`src/rtl/address_gen_unit.sv`:
```
// Effective-address generator: a lane-loadable address register with inc/dec and
// a signed/unsigned index add, plus an optional one-cycle page-crossing fix-up.
module address_gen_unit #(
    parameter int              DATA_W       = 8,
    parameter int              ADDR_W       = 16,
    parameter logic [ADDR_W-1:0] RESET_VECTOR = 16'hFFFC,
    parameter bit              PAGE_FIXUP   = 1'b1,
    localparam int             LANES        = ADDR_W / DATA_W,
    localparam int             SW           = (LANES > 1) ? $clog2(LANES) : 1
) (
    input  logic              i_clk,
    input  logic              i_rst,
    input  logic              i_clk_en,
    input  logic              i_wr,
    input  logic [SW-1:0]     i_byte_sel,
    input  logic [SW-1:0]     i_rd_sel,
    input  logic              i_inc,
    input  logic              i_dec,
    input  logic              i_add_index,
    input  logic              i_index_signed,
    input  logic              i_wrap_page,
    input  logic [DATA_W-1:0] i_index,
    input  logic [DATA_W-1:0] i_data_in,
    output logic [DATA_W-1:0] o_data_out,
    output logic [ADDR_W-1:0] o_addr,
    output logic              o_busy,
    output logic              o_page_cross,
    output logic              o_state
);
    localparam int UW = ADDR_W - DATA_W;

    typedef enum logic {IDLE = 1'b0, FIXUP = 1'b1} state_t;

    state_t              r_state, w_state_next;
    logic [ADDR_W-1:0]   r_addr, w_addr_next;
    logic                r_page_cross, w_page_cross_next;
    logic                r_fix_inc, w_fix_inc_next;

    logic [DATA_W-1:0]   w_low;
    logic [UW-1:0]       w_upper;
    logic [DATA_W:0]     w_sum;
    logic                w_carry;
    logic                w_neg;
    logic                w_cross;
    logic [UW-1:0]       w_upper_adj;
    logic [UW-1:0]       w_upper_fix;

    assign w_low   = r_addr[DATA_W-1:0];
    assign w_upper = r_addr[ADDR_W-1:DATA_W];
    assign w_sum   = {1'b0, w_low} + {1'b0, i_index};
    assign w_carry = w_sum[DATA_W];
    assign w_neg   = i_index_signed & i_index[DATA_W-1];
    // Carry out and the sign-extension borrow cancel each other; only one alone moves the page.
    assign w_cross     = w_carry ^ w_neg;
    assign w_upper_adj = w_carry ? (w_upper + 1'b1) : (w_upper - 1'b1);
    assign w_upper_fix = r_fix_inc ? (w_upper + 1'b1) : (w_upper - 1'b1);

    always_comb begin
        w_state_next      = r_state;
        w_addr_next       = r_addr;
        w_page_cross_next = 1'b0;
        w_fix_inc_next    = r_fix_inc;
        if (r_state == FIXUP) begin
            w_addr_next[ADDR_W-1:DATA_W] = w_upper_fix;
            w_state_next                 = IDLE;
        end else if (i_wr) begin
            for (int l = 0; l < LANES; l++) begin
                if (int'(i_byte_sel) == l) begin
                    w_addr_next[l*DATA_W +: DATA_W] = i_data_in;
                end
            end
        end else if (i_inc) begin
            w_addr_next = r_addr + 1'b1;
        end else if (i_dec) begin
            w_addr_next = r_addr - 1'b1;
        end else if (i_add_index) begin
            w_addr_next[DATA_W-1:0] = w_sum[DATA_W-1:0];
            if (!i_wrap_page && w_cross) begin
                w_page_cross_next = 1'b1;
                if (PAGE_FIXUP) begin
                    w_state_next   = FIXUP;
                    w_fix_inc_next = w_carry;
                end else begin
                    w_addr_next[ADDR_W-1:DATA_W] = w_upper_adj;
                end
            end
        end
    end

    always_ff @(posedge i_clk) begin
        if (i_rst) begin
            r_state      <= IDLE;
            r_addr       <= RESET_VECTOR;
            r_page_cross <= 1'b0;
            r_fix_inc    <= 1'b0;
        end else if (i_clk_en) begin
            r_state      <= w_state_next;
            r_addr       <= w_addr_next;
            r_page_cross <= w_page_cross_next;
            r_fix_inc    <= w_fix_inc_next;
        end
    end

    always_comb begin
        o_data_out = '0;
        for (int l = 0; l < LANES; l++) begin
            if (int'(i_rd_sel) == l) begin
                o_data_out = r_addr[l*DATA_W +: DATA_W];
            end
        end
    end

    assign o_addr       = r_addr;
    assign o_busy       = (r_state == FIXUP);
    assign o_page_cross = r_page_cross;
    assign o_state      = r_state;
endmodule
```
`config.mk`:
```
export PLATFORM = sky130hd
export DESIGN_NAME = address_gen_unit
export DESIGN_NICKNAME = d
export VERILOG_FILES = /design/src/rtl/address_gen_unit.sv
export SDC_FILE = /design/constraint.sdc
export NUM_CORES = 1
export LEC_CHECK = 0
export BUFFER_PORTS_ARGS = -buffer_cell sky130_fd_sc_hd__buf_2
export CAP_MARGIN = 20
export CORE_ASPECT_RATIO = 2
export CORE_UTILIZATION = 50
export DETAILED_ROUTE_END_ITERATION = 7
export PLACE_DENSITY = 0.89
export SLEW_MARGIN = 15
export SYNTH_ARGS = -nofsm -noshare
export SYNTH_HDL_FRONTEND = slang
export SYNTH_SLANG_ARGS = --single-unit
```
`constraint.sdc`:
```
create_clock -name i_clk -period 2 [get_ports i_clk]
set_input_delay 0.2 -clock i_clk [delete_from_list [all_inputs] [get_ports i_clk]]
set_output_delay 0.2 -clock i_clk [all_outputs]
set_load 0.02 [all_outputs]
```
==> reports/summary.txt <==
status -> finished, violations left
failing checks -> negative setup slack
setup slack after layout -> -0.176 ns
FP Rows -> 35
syn avg cell area -> 7.59 um2
YS warnings -> 0
DIE WIDTH -> 51.1 um
I/O pins -> 54
Power per Cell Area -> 479 nW/um2
CTS tree -> done
full die area -> 5120 um2
first-pass GRT wire length -> 14.7 mm
FILL cells -> 375
Worst Path Required -> 2.15 ns
Reg clk slew, reported paths -> 0.08 ns
Iter 0 DRT Violations -> 161
final slew viol count -> 0
vias -> 3138
CTS root buffer -> clkbuf_8
latest clock arrival within the worst-skew pair -> 0.26 ns
setup_tns -> -0.289 ns
most frequent cells in the layout -> 63 x buf_4, 53 x buf_2, 27 x a21oi_1
largest net degree at the start of global routing -> 26
Antenna Cells -> 0
Simple-Gate Fraction of Synth Area -> 22.2%
Die Y -> 100 um
ys async rst share -> 0%
GRT Util Overall -> 38.5%
Worst Path Arrival -> 2.33 ns
Final Wtd Congestion -> 1.04
share of cells above drive strength 1 -> 41.5%
synthesized area -> 2410 um2
Reg2Reg Depth -> 9
Final Hold Fails -> 0
Min-Delay Endpoint -> o_addr[7]$_SDFFE_PP1P_
Distinct cells, synth -> 59
CP startpoint -> o_addr[9]$_SDFFE_PP1P_
worst min-delay path class -> input pin to flip-flop
leading cell type in the layout, fill and taps excluded -> buf_4
Synth Area in Adders -> 9.96%
Final Cycle Share -> 109%
Final ANT Viol Nets -> 0
# setup viols final -> 3
core area -> 4600 um2
Fmax -> 0.460 GHz
vias in the first global route -> 3062
I/O Buffers -> 53
Max IR drop VDD -> 453 uV
largest family of logic cells by synthesized area -> compound AO/OA/AOI/OAI gates
DRC viols -> 0
synthesis-to-layout area growth -> 38.3%
slew margin rel. -> 40.1%
CTS H-tree depth -> 1
worst-margin pin slew -> 0.899 ns
multiplexer area fraction after synthesis -> 4.05%
Avg Vias per Cell -> 6.72
post-synthesis net count -> 363
RSZ-0062 raised after global routing -> true
DRT Pass-1 Iters -> 6
endpoint type of the worst setup path -> flip-flop
Congestion Overflow GR -> 0
CTS Buffer Depth -> 2
Period minus WS final -> 2.18 ns
initial antenna violation count -> 0
DRT Wirelength -> 9.55 mm
R2R Setup Slk -> -0.18 ns
Final Skew -> 0.00237 ns
Yosys reg bits -> 18
WL per Instance -> 20.4 um
Num Clock Sinks -> 18
post-synthesis xor/xnor area fraction -> 10.5%
number of enable flip-flop cells after synthesis -> 0
Worst Path Max Fanout -> 4
# nets final -> 458
post-synthesis compound-gate area fraction -> 30.2%
RR Endpoint -> o_addr[15]$_SDFFE_PP1P_
Main synth FF type -> dfxtp_1
Leak -> 1.37 nW
DP HPWL -> 6.98 mm
worst reg2reg path startpoint -> o_addr[9]$_SDFFE_PP1P_
Num CTS Buffers -> 3
Hold Crit Depth -> 3
startpoint type of the worst setup path -> flip-flop
max-cap violations -> 0
Synth Instances -> 318
critical hold path startpoint -> i_data_in[7]
sequential element share of the synthesized area -> 14.9%
Fin Hold WS -> 0.262 ns
CP Class -> flip-flop to flip-flop
Initial Utilization -> 52.5%
## per-stage QoR
stage          instances  setup slack, ns  power (mW)  util, %  area [um2]
4_1_cts              465          -0.0126        1.52     70.4        3240
3_3_place_gp         459           -0.246        1.19     67.5        3110
2_1_floorplan        318           -0.115       0.925        -        2480
5_1_grt              467           -0.213        1.67     72.5        3340
3_5_place_dp         459           -0.278        1.22     67.5        3110
6_report             467           -0.176        1.60     72.5        3340
## repair_timing
action,4_1_cts,5_1_grt
resized for setup,17,19
pin swaps,10,12
hold buffers,0,0
endpoints found under the setup margin,9,14
buffers inserted,2,2
## power breakdown
group	switching [mW]	internal [mW]
Combinational	0.484	0.392
Sequential	0.0481	0.387
Clock	0.146	0.142
## cell type report
cell class / instances / area, um2 / area share (%)
multi-input cells: 259 / 2020 / 60.5
inverters: 13 / 53.8 / 1.61
repair buffers: 118 / 769 / 23.1
well taps: 55 / 68.8 / 2.06
clock buffers: 4 / 45.0 / 1.35
flip-flops and latches: 18 / 379 / 11.4
## routing by layer
layer	track usage, %	wire, um
met5	0	0
met4	29.1	948
met3	6.52	834
met2	68.9	4800
met1	37.5	2960
## sequential cells by signal, summed over array words and instances (netlist names)
signal        cells
o_addr           16
o_page_cross      1
r_fix_inc         1
## worst max-delay path, stage by stage (launching register included)
cell and delay, ns:
dfxtp_4 0.37, buf_12 0.10, nand4_1 0.22, nor3_1 0.20, buf_4 0.17, nand4_1 0.13, xnor2_1 0.21, a2111oi_4 0.43
buf_4 0.18, o21ai_1 0.05
## worst max-delay path by stage
stage | to | depth (start not counted)
finish | o_addr[15]$_SDFFE_PP1P_ | 9
global route | o_addr[15]$_SDFFE_PP1P_ | 9
CTS | o_addr[15]$_SDFFE_PP1P_ | 9
detailed placement | o_addr[15]$_SDFFE_PP1P_ | 8
global placement | o_addr[15]$_SDFFE_PP1P_ | 8
floorplan | o_addr[6]$_SDFFE_PP1P_ | 9
## kinds of logic (layout without fill, tap and decap cells)
| logic type | count (synthesis) | after routing |
|---|---|---|
| compound gates | 103 | 103 |
| simple gates | 100 | 100 |
| buf+inv | 41 | 135 |
| xor+xnor | 29 | 29 |
| fa+ha+maj | 18 | 18 |
| flops | 18 | 18 |
| mux | 9 | 9 |
## cells in the mapped netlist (4+ instances only)
| cell | count | area [um2] |
|---|---|---|
| a211o_1 | 4 | 35.0 |
| a21o_1 | 5 | 37.5 |
| a21oi_1 | 28 | 140 |
| a221oi_1 | 8 | 70.1 |
| a31oi_1 | 10 | 62.6 |
| and3_1 | 4 | 25.0 |
| buf_2 | 6 | 30.0 |
| clkbuf_1 | 15 | 56.3 |
| dfxtp_1 | 18 | 360 |
| ha_1 | 16 | 200 |
| inv_1 | 13 | 48.8 |
| mux2_2 | 6 | 67.6 |
| nand2_1 | 12 | 45.0 |
| nand2b_1 | 4 | 25.0 |
| nand3_1 | 11 | 55.1 |
| nand4_1 | 8 | 50.1 |
| nor2_1 | 21 | 78.8 |
| nor3_1 | 16 | 80.1 |
| o21ai_0 | 13 | 65.1 |
| o22ai_1 | 4 | 25.0 |
| o31ai_1 | 5 | 37.5 |
| xnor2_1 | 18 | 158 |
| xor2_1 | 11 | 96.3 |
Power figures use the tool's default switching activity.
